[src/rtl/intdiv_signed_seq_div.sv]
// Sequential signed divider: magnitude extraction, N-step restoring division,
// then sign reconversion. Quotient truncates toward zero; remainder follows dividend.
module intdiv_signed_seq_div #(
  parameter int unsigned N = 32
) (
  input  logic         clk,
  input  logic         rst,
  input  logic         start,
  input  logic [N-1:0] x,
  input  logic [N-1:0] y,
  output logic         busy,
  output logic         done,
  output logic [N-1:0] z,
  output logic [N-1:0] r,
  output logic         dbz
);

  localparam int unsigned CW = $clog2(N);

  typedef enum logic [1:0] {S_IDLE, S_CALC, S_FIX, S_DONE} state_t;

  state_t         r_state;
  state_t         w_next;
  logic [CW-1:0]  r_cnt;
  logic           r_sx;
  logic           r_sy;
  logic [N-1:0]   r_x;
  logic [N-1:0]   r_ay;
  logic [N-1:0]   r_rem;
  logic [N-1:0]   r_q;
  logic [N-1:0]   w_ax;
  logic [N-1:0]   w_ay;
  logic [N:0]     w_trial;
  logic [N:0]     w_diff;
  logic           w_busy_nxt;
  logic           w_done_nxt;

  // State register plus registered handshake outputs
  always_ff @(posedge clk or posedge rst) begin
    if (rst) begin
      r_state <= S_IDLE;
      busy    <= 1'b0;
      done    <= 1'b0;
    end else begin
      r_state <= w_next;
      busy    <= w_busy_nxt;
      done    <= w_done_nxt;
    end
  end

  always_comb begin
    w_next = r_state;
    case (r_state)
      S_IDLE:  if (start) w_next = S_CALC;
      S_CALC:  if (r_cnt == '0) w_next = S_FIX;
      S_FIX:   w_next = S_DONE;
      S_DONE:  w_next = S_IDLE;
      default: w_next = S_IDLE;
    endcase
  end

  // busy covers CALC through DONE, so a start can never coincide with done
  always_comb begin
    w_busy_nxt = 1'b0;
    w_done_nxt = 1'b0;
    w_busy_nxt = (w_next != S_IDLE);
    w_done_nxt = (w_next == S_DONE);
  end

  // -2^(N-1) maps onto 2^(N-1) because the magnitudes are read as unsigned
  assign w_ax    = x[N-1] ? -x : x;
  assign w_ay    = y[N-1] ? -y : y;
  assign w_trial = {r_rem, r_q[N-1]};
  assign w_diff  = w_trial - {1'b0, r_ay};

  // r_q holds the unconsumed dividend bits and collects quotient bits from the LSB
  always_ff @(posedge clk or posedge rst) begin
    if (rst) begin
      r_cnt <= '0;
      r_sx  <= 1'b0;
      r_sy  <= 1'b0;
      r_x   <= '0;
      r_ay  <= '0;
      r_rem <= '0;
      r_q   <= '0;
      z     <= '0;
      r     <= '0;
      dbz   <= 1'b0;
    end else begin
      case (r_state)
        S_IDLE: begin
          if (start) begin
            r_x   <= x;
            r_sx  <= x[N-1];
            r_sy  <= y[N-1];
            r_q   <= w_ax;
            r_ay  <= w_ay;
            r_rem <= '0;
            r_cnt <= CW'(N - 1);
          end
        end
        S_CALC: begin
          if (!w_diff[N]) r_rem <= w_diff[N-1:0];
          else            r_rem <= w_trial[N-1:0];
          r_q   <= {r_q[N-2:0], ~w_diff[N]};
          r_cnt <= r_cnt - 1'b1;
        end
        S_FIX: begin
          if (r_ay == '0) begin
            dbz <= 1'b1;
            z   <= '1;
            r   <= r_x;
          end else begin
            dbz <= 1'b0;
            z   <= (r_sx ^ r_sy) ? -r_q : r_q;
            r   <= r_sx ? -r_rem : r_rem;
          end
        end
        default: ;
      endcase
    end
  end

endmodule

[config.mk]
export PLATFORM = sky130hd
export DESIGN_NAME = intdiv_signed_seq_div
export DESIGN_NICKNAME = d
export VERILOG_FILES = /design/src/rtl/intdiv_signed_seq_div.sv
export SDC_FILE = /design/constraint.sdc
export NUM_CORES = 1
export LEC_CHECK = 0
export BUFFER_PORTS_ARGS = -buffer_cell sky130_fd_sc_hd__buf_2
export CORE_ASPECT_RATIO = 0.6
export CORE_MARGIN = 2
export CORE_UTILIZATION = 30
export DETAILED_ROUTE_END_ITERATION = 16
export PLACE_DENSITY = 0.46
export SLEW_MARGIN = 15
export SYNTH_ARGS = -nofsm -noshare
export SYNTH_HDL_FRONTEND = slang
export SYNTH_SLANG_ARGS = --single-unit
export TNS_END_PERCENT = 5
[constraint.sdc]
create_clock -name clk -period 7.4 [get_ports clk]
set_input_delay 0.37 -clock clk [delete_from_list [all_inputs] [get_ports clk]]
set_output_delay 0.37 -clock clk [all_outputs]
set_load 0.01 [all_outputs]
**Word level (Yosys, flattened, before mapping)**

Index checks and enable logic that the tools add are counted.

- Flip-flop bits (word level): 204

- Add/sub/neg operators: 6
- Equal/unequal tests: 5
- Muxes and demuxes: 17
- Bitwise logic cells: 2
- Reductions and logical operators: 7

Operators by type and width:

| operator | count |
|---|---|
| $mux 32 | 9 |
| $neg 32->32 | 4 |
| $pmux 32 s2 | 2 |
| $sub 33x32->33 | 1 |
| $logic_not 32->1 | 1 |
| $pmux 5 s2 | 1 |
| $pmux 2 s4 | 1 |
| $eq 2x2->1 const B | 3 |
| $logic_not 5->1 | 1 |
| $mux 5 | 1 |
| $sub 5x1->5 const B | 1 |
| $mux 2 | 2 |
| $reduce_and 2->1 | 2 |
| $reduce_bool 2->1 | 2 |
| $eq 2x1->1 const B | 1 |
| $logic_not 2->1 | 1 |
| $ne 2x2->1 const B | 1 |
| $mux 1 | 1 |
| $not 1->1 | 1 |
| $xor 1x1->1 | 1 |

**Longest topological paths before layout**

Gate-level depths: netlist (run 1).

- Depth in word-level cells: 4
- Gate-level depth with buffers: 12
- Depth with buffers taken out: 11

**Worst setup path before layout (run 1)**

OpenSTA, ideal clock, no wires.

- Path type: reg-to-reg
- From: register r_q[31]
- To: register r_rem[0]
- Setup time: 0.122 ns
- Arrival: 2.897 ns
- Data required time: 7.278 ns
- Setup slack: 4.382 ns
- Cell stages (with the launch flop): 13
- Path buffers: 1
- Period minus slack after synthesis: 3.018 ns
- Cells stage by stage: dfrtp_1 inv_1 ha_1 fa_1 nand2b_1 a21oi_1 o211a_1 a211oi_1 o31a_1 xor2_1 clkbuf_1 nand2_1 a32o_1

- Cells in the longest elaborated chain, start to end: 3

RTL lines:

| element | line | source |
|---|---|---|
| from (decl) | 30 | `logic [N-1:0] r_q;` |
| from (signal assigned) | 96 | `r_q <= w_ax;` |
| from (signal assigned) | 105 | `r_q <= {r_q[N-2:0], ~w_diff[N]};` |
| $sub 33x32->33 | 74 | `assign w_diff = w_trial - {1'b0, r_ay};` |
| $mux 32 (*) | 103 | `if (!w_diff[N]) r_rem <= w_diff[N-1:0];` |
| $pmux 32 s2 (*) | 90 | `case (r_state)` |
| to (signal assigned) | 103 |  |
| to (signal assigned) | 104 | `else r_rem <= w_trial[N-1:0];` |
| to (decl) | 29 | `logic [N-1:0] r_rem;` |

Mark *: on every way between the ends. The rest lies on a longest branch, timed or not.
A chain may end at the register's enable or synchronous reset.

**Final worst setup path (run 1)**

- From: register r_rem[19]
- To: register r_rem[28]

- Cells in the longest elaborated chain, start to end: 3

RTL lines:

| element | line |
|---|---|
| $sub 33x32->33 | 74 |
| $mux 32 | 103 |
| $pmux 32 s2 | 90 |

No other way between the ends.

==> results.json, run 1 <==
{
  "tns_ps": 0,
  "cts-htree-levels": 1,
  "syn-num-nets": 1645,
  "drt_wl_total_mm": 44.2,
  "dr.pass1.iters": 6,
  "gp_congestion": 0.887,
  "antenna_found_initial": 1,
  "timing.fmax_ghz": 0.251,
  "internal_power_w": 0.00407,
  "powerDensity_nw_per_um2": 531,
  "power_frac_seq_pct": 27.7,
  "die_w_um": 271,
  "core_um2": 42000,
  "tightest_slew_ps": 1160,
  "ctsResizeCount": 0,
  "cts_root_buf": "clkbuf_16",
  "post_cts_buffers": 0,
  "use_met3_pct": 3.08,
  "cap_violations": 0,
  "hold_violations": 0,
  "reg2reg_slack_ps": 3420,
  "pwr-share-comb_pct": 56.5,
  "required_ps": 7840,
  "nets": 1724,
  "path_max_fanout": 10,
  "syn_to_final_growth_pct": 15.9,
  "synth_seq_area_share_pct": 39.7,
  "grt_max_degree": 116,
  "setup_violations": 0,
  "fin_crit_ps": 3980,
  "start_util_pct": 30.5,
  "yosysTopAreaCell": "dfrtp_1",
  "multiInputGateArea_um2": 7190,
  "row_count": 58,
  "cts_num_sinks": 203,
  "final_util_pct": 35.3,
  "antenna_cells": 0,
  "status": "finished, final reports clean",
  "io_buffer_count": 133,
  "worstPathArrival_ps": 4420,
  "reg2reg_from": "r_rem[19]$_DFFE_PP0P_",
  "synthArstFlopShare_pct": 100,
  "synth_area_um2": 12800,
  "yosys_warnings": 0,
  "dr.first_iter.drc_count": 1105,
  "avgSynthCellArea_um2": 8.32,
  "hp-start": "x[24]",
  "timing.rr.end": "r_rem[28]$_DFFE_PP0P_",
  "startpoint": "r_rem[19]$_DFFE_PP0P_",
  "grt_pass1_vias": 11109,
  "grt_pass1_wl_mm": 68.4,
  "synthDistinctLibCells": 72,
  "hold_class": "input port to register",
  "wire_per_inst_um": 20.0,
  "r2r_cells": 9,
  "synth.area.top_cells": "dfrtp_1 (40%), nand2_1 (7.3%), o21ai_0 (6.3%)",
  "grt_setup_unrepaired": "no",
  "cts_tree": "built",
  "drive_above_1_share_pct": 13.1,
  "start_kind": "register",
  "cts_buffers": 24,
  "fillCellCount": 4429,
  "die_h_um": 164,
  "clkTransAtPathRegs_ps": 60,
  "holdPathStages": 3,
  "insertion_delay_ps": 540,
  "post-route-period-util_pct": 53.7,
  "route.antenna.remaining_nets": 0,
  "vias": 11729,
  "synth_most_common_cell": "nand2_1",
  "dp_worst_setup_slack_ps": 3700,
  "dieArea_um2": 44400,
  "holdPathEnd": "r_x[24]$_DFFE_PP0P_",
  "vdd_ir_drop_max_v": 0.000254,
  "switchingPower_w": 0.00382,
  "synth_seq_cells": 203,
  "p_leak_nw": 6.68,
  "synth_common_cells": "nand2_1 (250), dfrtp_1 (203), o21ai_0 (161)",
  "switching_share_pct": 48.4,
  "synth_edf_count": 0,
  "finalMaxSlewViolations": 0,
  "fin_skew_ps": 10.8,
  "cts_buffer_depth": 3,
  "path_class": "register to register",
  "viasPerCell": 5.32,
  "synth_top_area_share_pct": 39.7,
  "dp_hpwl_mm": 32.9,
  "overflow": 0,
  "drc_errors": 0,
  "met2_usage_pct": 27.1,
  "synthFlopType": "dfrtp_1",
  "end_kind": "register",
  "grt_use_met1_pct": 32.4,
  "seq_area_um2": 5080,
  "grt-busiest-layer": "met1",
  "setup_slack_ps": 3420,
  "io_pins": 134,
  "grtUsageTotal_pct": 19.8,
  "power_frac_clock_pct": 15.8,
  "slew_headroom_pct": 22.5,
  "syn_inst": 1540
}
[flip-flops by register name (all words and copies together), names as in the netlist]
signal and cells:
busy 1, dbz 1, done 1, r 32
r_ay 32, r_cnt 5, r_q 32, r_rem 32
r_state 2, r_sx 1, r_sy 1, r_x 31
z 32
[placed cells by master, fill, tap and decap left out, types with 4 or more instances in the layout]
cell and instances:
or3_1 15, xnor2_1 59, a21oi_1 115, nor2_1 103, inv_1 59, and3_1 5, nor3_1 15, mux2i_1 4
dfrtp_1 203, o41ai_1 15, nand3_1 34, or2_2 4, ha_1 37, clkbuf_1 7, clkbuf_8 6, a21o_1 10
o21ai_0 161, a31oi_1 14, or4_1 8, buf_2 133, o311ai_0 20, a22oi_1 31, nand2_1 250, nor4_1 22
or4_4 4, nand4_1 10, a32oi_1 10, o21bai_1 4, a211oi_1 6, o211ai_1 5, clkbuf_16 25, nand2b_1 15
nor2b_1 16, o21ai_1 7, xor2_1 89, o31ai_1 26, buf_4 16, nand4b_1 5
[power by group through the flow]
stage / clock (W) / sequential [W] / combinational (W)
2_1_floorplan: 0 / 0.00203 / 0.00313
3_3_place_gp: 0 / 0.00218 / 0.00436
3_5_place_dp: 0 / 0.00220 / 0.00437
4_1_cts: 0.00128 / 0.00218 / 0.00439
5_1_grt: 0.00132 / 0.00226 / 0.00498
6_report: 0.00125 / 0.00218 / 0.00446
[layer usage]
metal  routed length (um)  up-vias
li1                     -     5614
met2                17600      271
met4                  523        0
met3                 2160       45
met5                    0        -
met1                23900     5799
[timing repair]
item,CTS,global route
hold buffers,1,0
setup endpoints to repair,0,0
endpoints found under the hold margin,25,0
[critical path: stages (launching register included)]
cell and delay (ps):
dfrtp_1 460, ha_1 520, nand4_1 280, nor4_1 710, a221oi_1 180, o21a_1 200
o31a_1 190, xnor2_1 670, nand2_1 370, o21ai_0 290
[how the worst max path moves through the flow]
stage                                  to  slack [ps]  depth (start not counted)
CTS                 r_rem[28]$_DFFE_PP0P_        3630                          9
detailed placement  r_rem[28]$_DFFE_PP0P_        3700                          9
floorplan                  busy$_DFF_PP0_        1490                          1
global placement    r_rem[30]$_DFFE_PP0P_        3580                         11
global route        r_rem[28]$_DFFE_PP0P_        3370                          9
finish              r_rem[28]$_DFFE_PP0P_        3420                          9
[cells by family (layout without fill, tap and decap cells)]
group | count (synthesis) | count (layout) | synth area share (%)
AOI/OAI and AO/OA | 458 | 458 | 22.1
buffers and inverters | 159 | 255 | 4.75
and+or+nand+nor | 529 | 529 | 19.2
DFF | 203 | 203 | 39.7
muxes | 4 | 4 | 0.313
adders and majority gates | 38 | 38 | 3.77
xor gates and xnor gates | 149 | 149 | 10.2
[stage by stage]
stage          hold slack [ps]  cell area, um^2  instances  total power, W
2_1_floorplan              437            12800       1540         0.00516
3_3_place_gp               458            14000       2161         0.00654
3_5_place_dp               461            14000       2161         0.00656
4_1_cts                   80.1            14800       2205         0.00785
5_1_grt                    102            14900       2206         0.00856
6_report                  93.5            14900       2206         0.00789
[cell type report]
class | count | area share [%]
sequential | 203 | 34.2
tap | 570 | 4.80
clock buffer | 38 | 4.95
inverter | 61 | 1.59
multi-input combinational | 1178 | 48.4
clock inverter | 5 | 0.522
timing repair buffer | 151 | 5.54
(Power assumes the default switching activity.)
==> run 2, diff against run 1 <==
==> constraint.sdc (replaced) <==
create_clock -name clk -period 3.8 [get_ports clk]
set_input_delay 0.19 -clock clk [delete_from_list [all_inputs] [get_ports clk]]
set_output_delay 0.19 -clock clk [all_outputs]
set_load 0.01 [all_outputs]
==> results.json, run 2 (synthesis results as in run 1) <==
{
  "reg2reg_from": "r_rem[6]$_DFFE_PP0P_",
  "route.antenna.remaining_nets": 0,
  "hold_class": "input port to register",
  "slew_headroom_pct": 37.8,
  "row_count": 58,
  "crit_chain": "ha_1 > a21oi_1 > nand2_1 > o211a_1 > a211oi_1 > o31a_1 > xor2_4 > buf_12 > nand3_1 > o311ai_0",
  "tightest_slew_ps": 931,
  "fin_area_um2": 15300,
  "io_buffer_count": 133,
  "multiInputGateArea_um2": 7180,
  "required_ps": 4200,
  "startpoint": "r_rem[6]$_DFFE_PP0P_",
  "p_leak_nw": 6.88,
  "path_class": "register to register",
  "dr.first_iter.drc_count": 1027,
  "finalMaxSlewViolations": 0,
  "r2r_cells": 10,
  "worstPathArrival_ps": 3740,
  "fin_crit_ps": 3340,
  "cts_buffer_depth": 3,
  "final_common_cell": "nand2_1",
  "reg2reg_slack_ps": 460,
  "setup_violations": 0,
  "drc_errors": 0,
  "core_um2": 42000,
  "post-route-period-util_pct": 87.9,
  "timing.rr.end": "r_rem[13]$_DFFE_PP0P_",
  "antenna_found_initial": 1,
  "path_max_fanout": 22,
  "drive_above_1_share_pct": 13.6,
  "io_pins": 134,
  "dr.pass1.iters": 5,
  "grt_max_degree": 109,
  "crit_path_end": "r_rem[13]$_DFFE_PP0P_",
  "die_h_um": 164,
  "seq_area_um2": 5080,
  "dieArea_um2": 44400,
  "dp_hpwl_mm": 33.5,
  "drt_wl_total_mm": 44.7,
  "end_kind": "register",
  "start_util_pct": 30.5,
  "syn_to_final_growth_pct": 19.2,
  "hold_violations": 0,
  "vdd_ir_drop_max_v": 0.000398,
  "worst_path_max_delay_cell": "xor2_4",
  "start_kind": "register",
  "grt_pass1_vias": 11150,
  "fin_skew_ps": 11.0,
  "post_dp_cell_area_um2": 14300,
  "grtUsageTotal_pct": 20.0,
  "timing.fmax_ghz": 0.299,
  "cap_violations": 0,
  "wire_per_inst_um": 19.8,
  "cts_tree": "built",
  "max_stage_delay_ps": 510,
  "insertion_delay_ps": 530,
  "status": "finished, final reports clean",
  "vias": 11952,
  "cts_num_sinks": 203,
  "grt_setup_unrepaired": "no",
  "grt_pass1_wl_mm": 69.1,
  "fillCellCount": 4397,
  "nets": 1783,
  "final_cell_mix": "nand2_1 (250), dfrtp_1 (203), o21ai_0 (161)",
  "post_cts_buffers": 0,
  "viasPerCell": 5.30,
  "finalPower_w": 0.0154,
  "die_w_um": 271,
  "cts-htree-levels": 1,
  "clkTransAtPathRegs_ps": 60,
  "tns_ps": 0,
  "cts_buffers": 23,
  "cts_root_buf": "clkbuf_16",
  "powerDensity_nw_per_um2": 1010,
  "ctsResizeCount": 0,
  "overflow": 0,
  "gp_congestion": 0.925
}
[run 2: per-layer routing]
layer | vias to the layer above | wire (um) | track usage (%) | share of wire [%]
met3 | 35 | 2380 | 3.39 | 5.3
met1 | 5896 | 23900 | 32.4 | 53
met4 | 0 | 559 | 3.29 | 1.3
met2 | 298 | 17900 | 27.4 | 40
li1 | 5723 | - | - | -
met5 | - | 0 | 0 | 0
[run 2: worst min path at each step]
stage / from / end / slack [ps] / cells past startpoint
finish: y[9] / r_ay[9]$_DFFE_PP0P_ / 10 / 3
global route: y[9] / r_ay[9]$_DFFE_PP0P_ / 10 / 3
CTS: x[1] / r_x[1]$_DFFE_PP0P_ / 1 / 3
detailed placement: rst / z[25]$_DFFE_PP0P_ / 430 / 3
global placement: rst / z[25]$_DFFE_PP0P_ / 430 / 3
floorplan: x[10] / r_x[10]$_DFFE_PP0P_ / 300 / 2
[run 2: final cells by class]
class	count	area share [%]
Sequential cell	203	33.3
Clock inverter	3	0.0983
Inverter	61	1.52
Tap cell	570	4.67
Clock buffer	29	4.05
Multi-Input combinational cell	1178	47.0
Timing Repair Buffer	211	9.36
Antenna cell	2	0.0328
[run 2: through the flow]
stage                     setup WS (ps)  utilization (%)  std cells  hold WS, ps
after floorplan                     782                -       1540          295
after global placement              542             34.0       2187          429
after detailed placement            490             34.0       2187          430
after CTS                           489             36.3       2255         1.09
after global routing                184             36.3       2256         12.6
final                               461             36.3       2257         9.82
[run 2: worst max-delay path: cells and delay by family, from the launching register on]
family | cells | cell delay (ps)
AOI/OAI and AO/OA | 5 | 1390
xor gates and xnor gates | 1 | 510
DFF | 1 | 490
adders and majority gates | 1 | 410
buffers and inverters | 1 | 230
and+or+nand+nor | 2 | 170
[run 2: what timing repair did]
item / 4_1_cts / 5_1_grt
hold buffers: 36 / 0
hold endpoints to repair: 240 / 0
setup endpoints to repair: 0 / 0
[run 2: power by group]
part / total, W / switching (W) / internal, W / leakage [nW]
Combinational: 0.00907 / 0.00540 / 0.00367 / 3.96
Sequential: 0.00428 / 0.00112 / 0.00315 / 2.61
Clock: 0.00205 / 0.000926 / 0.00113 / 0.314
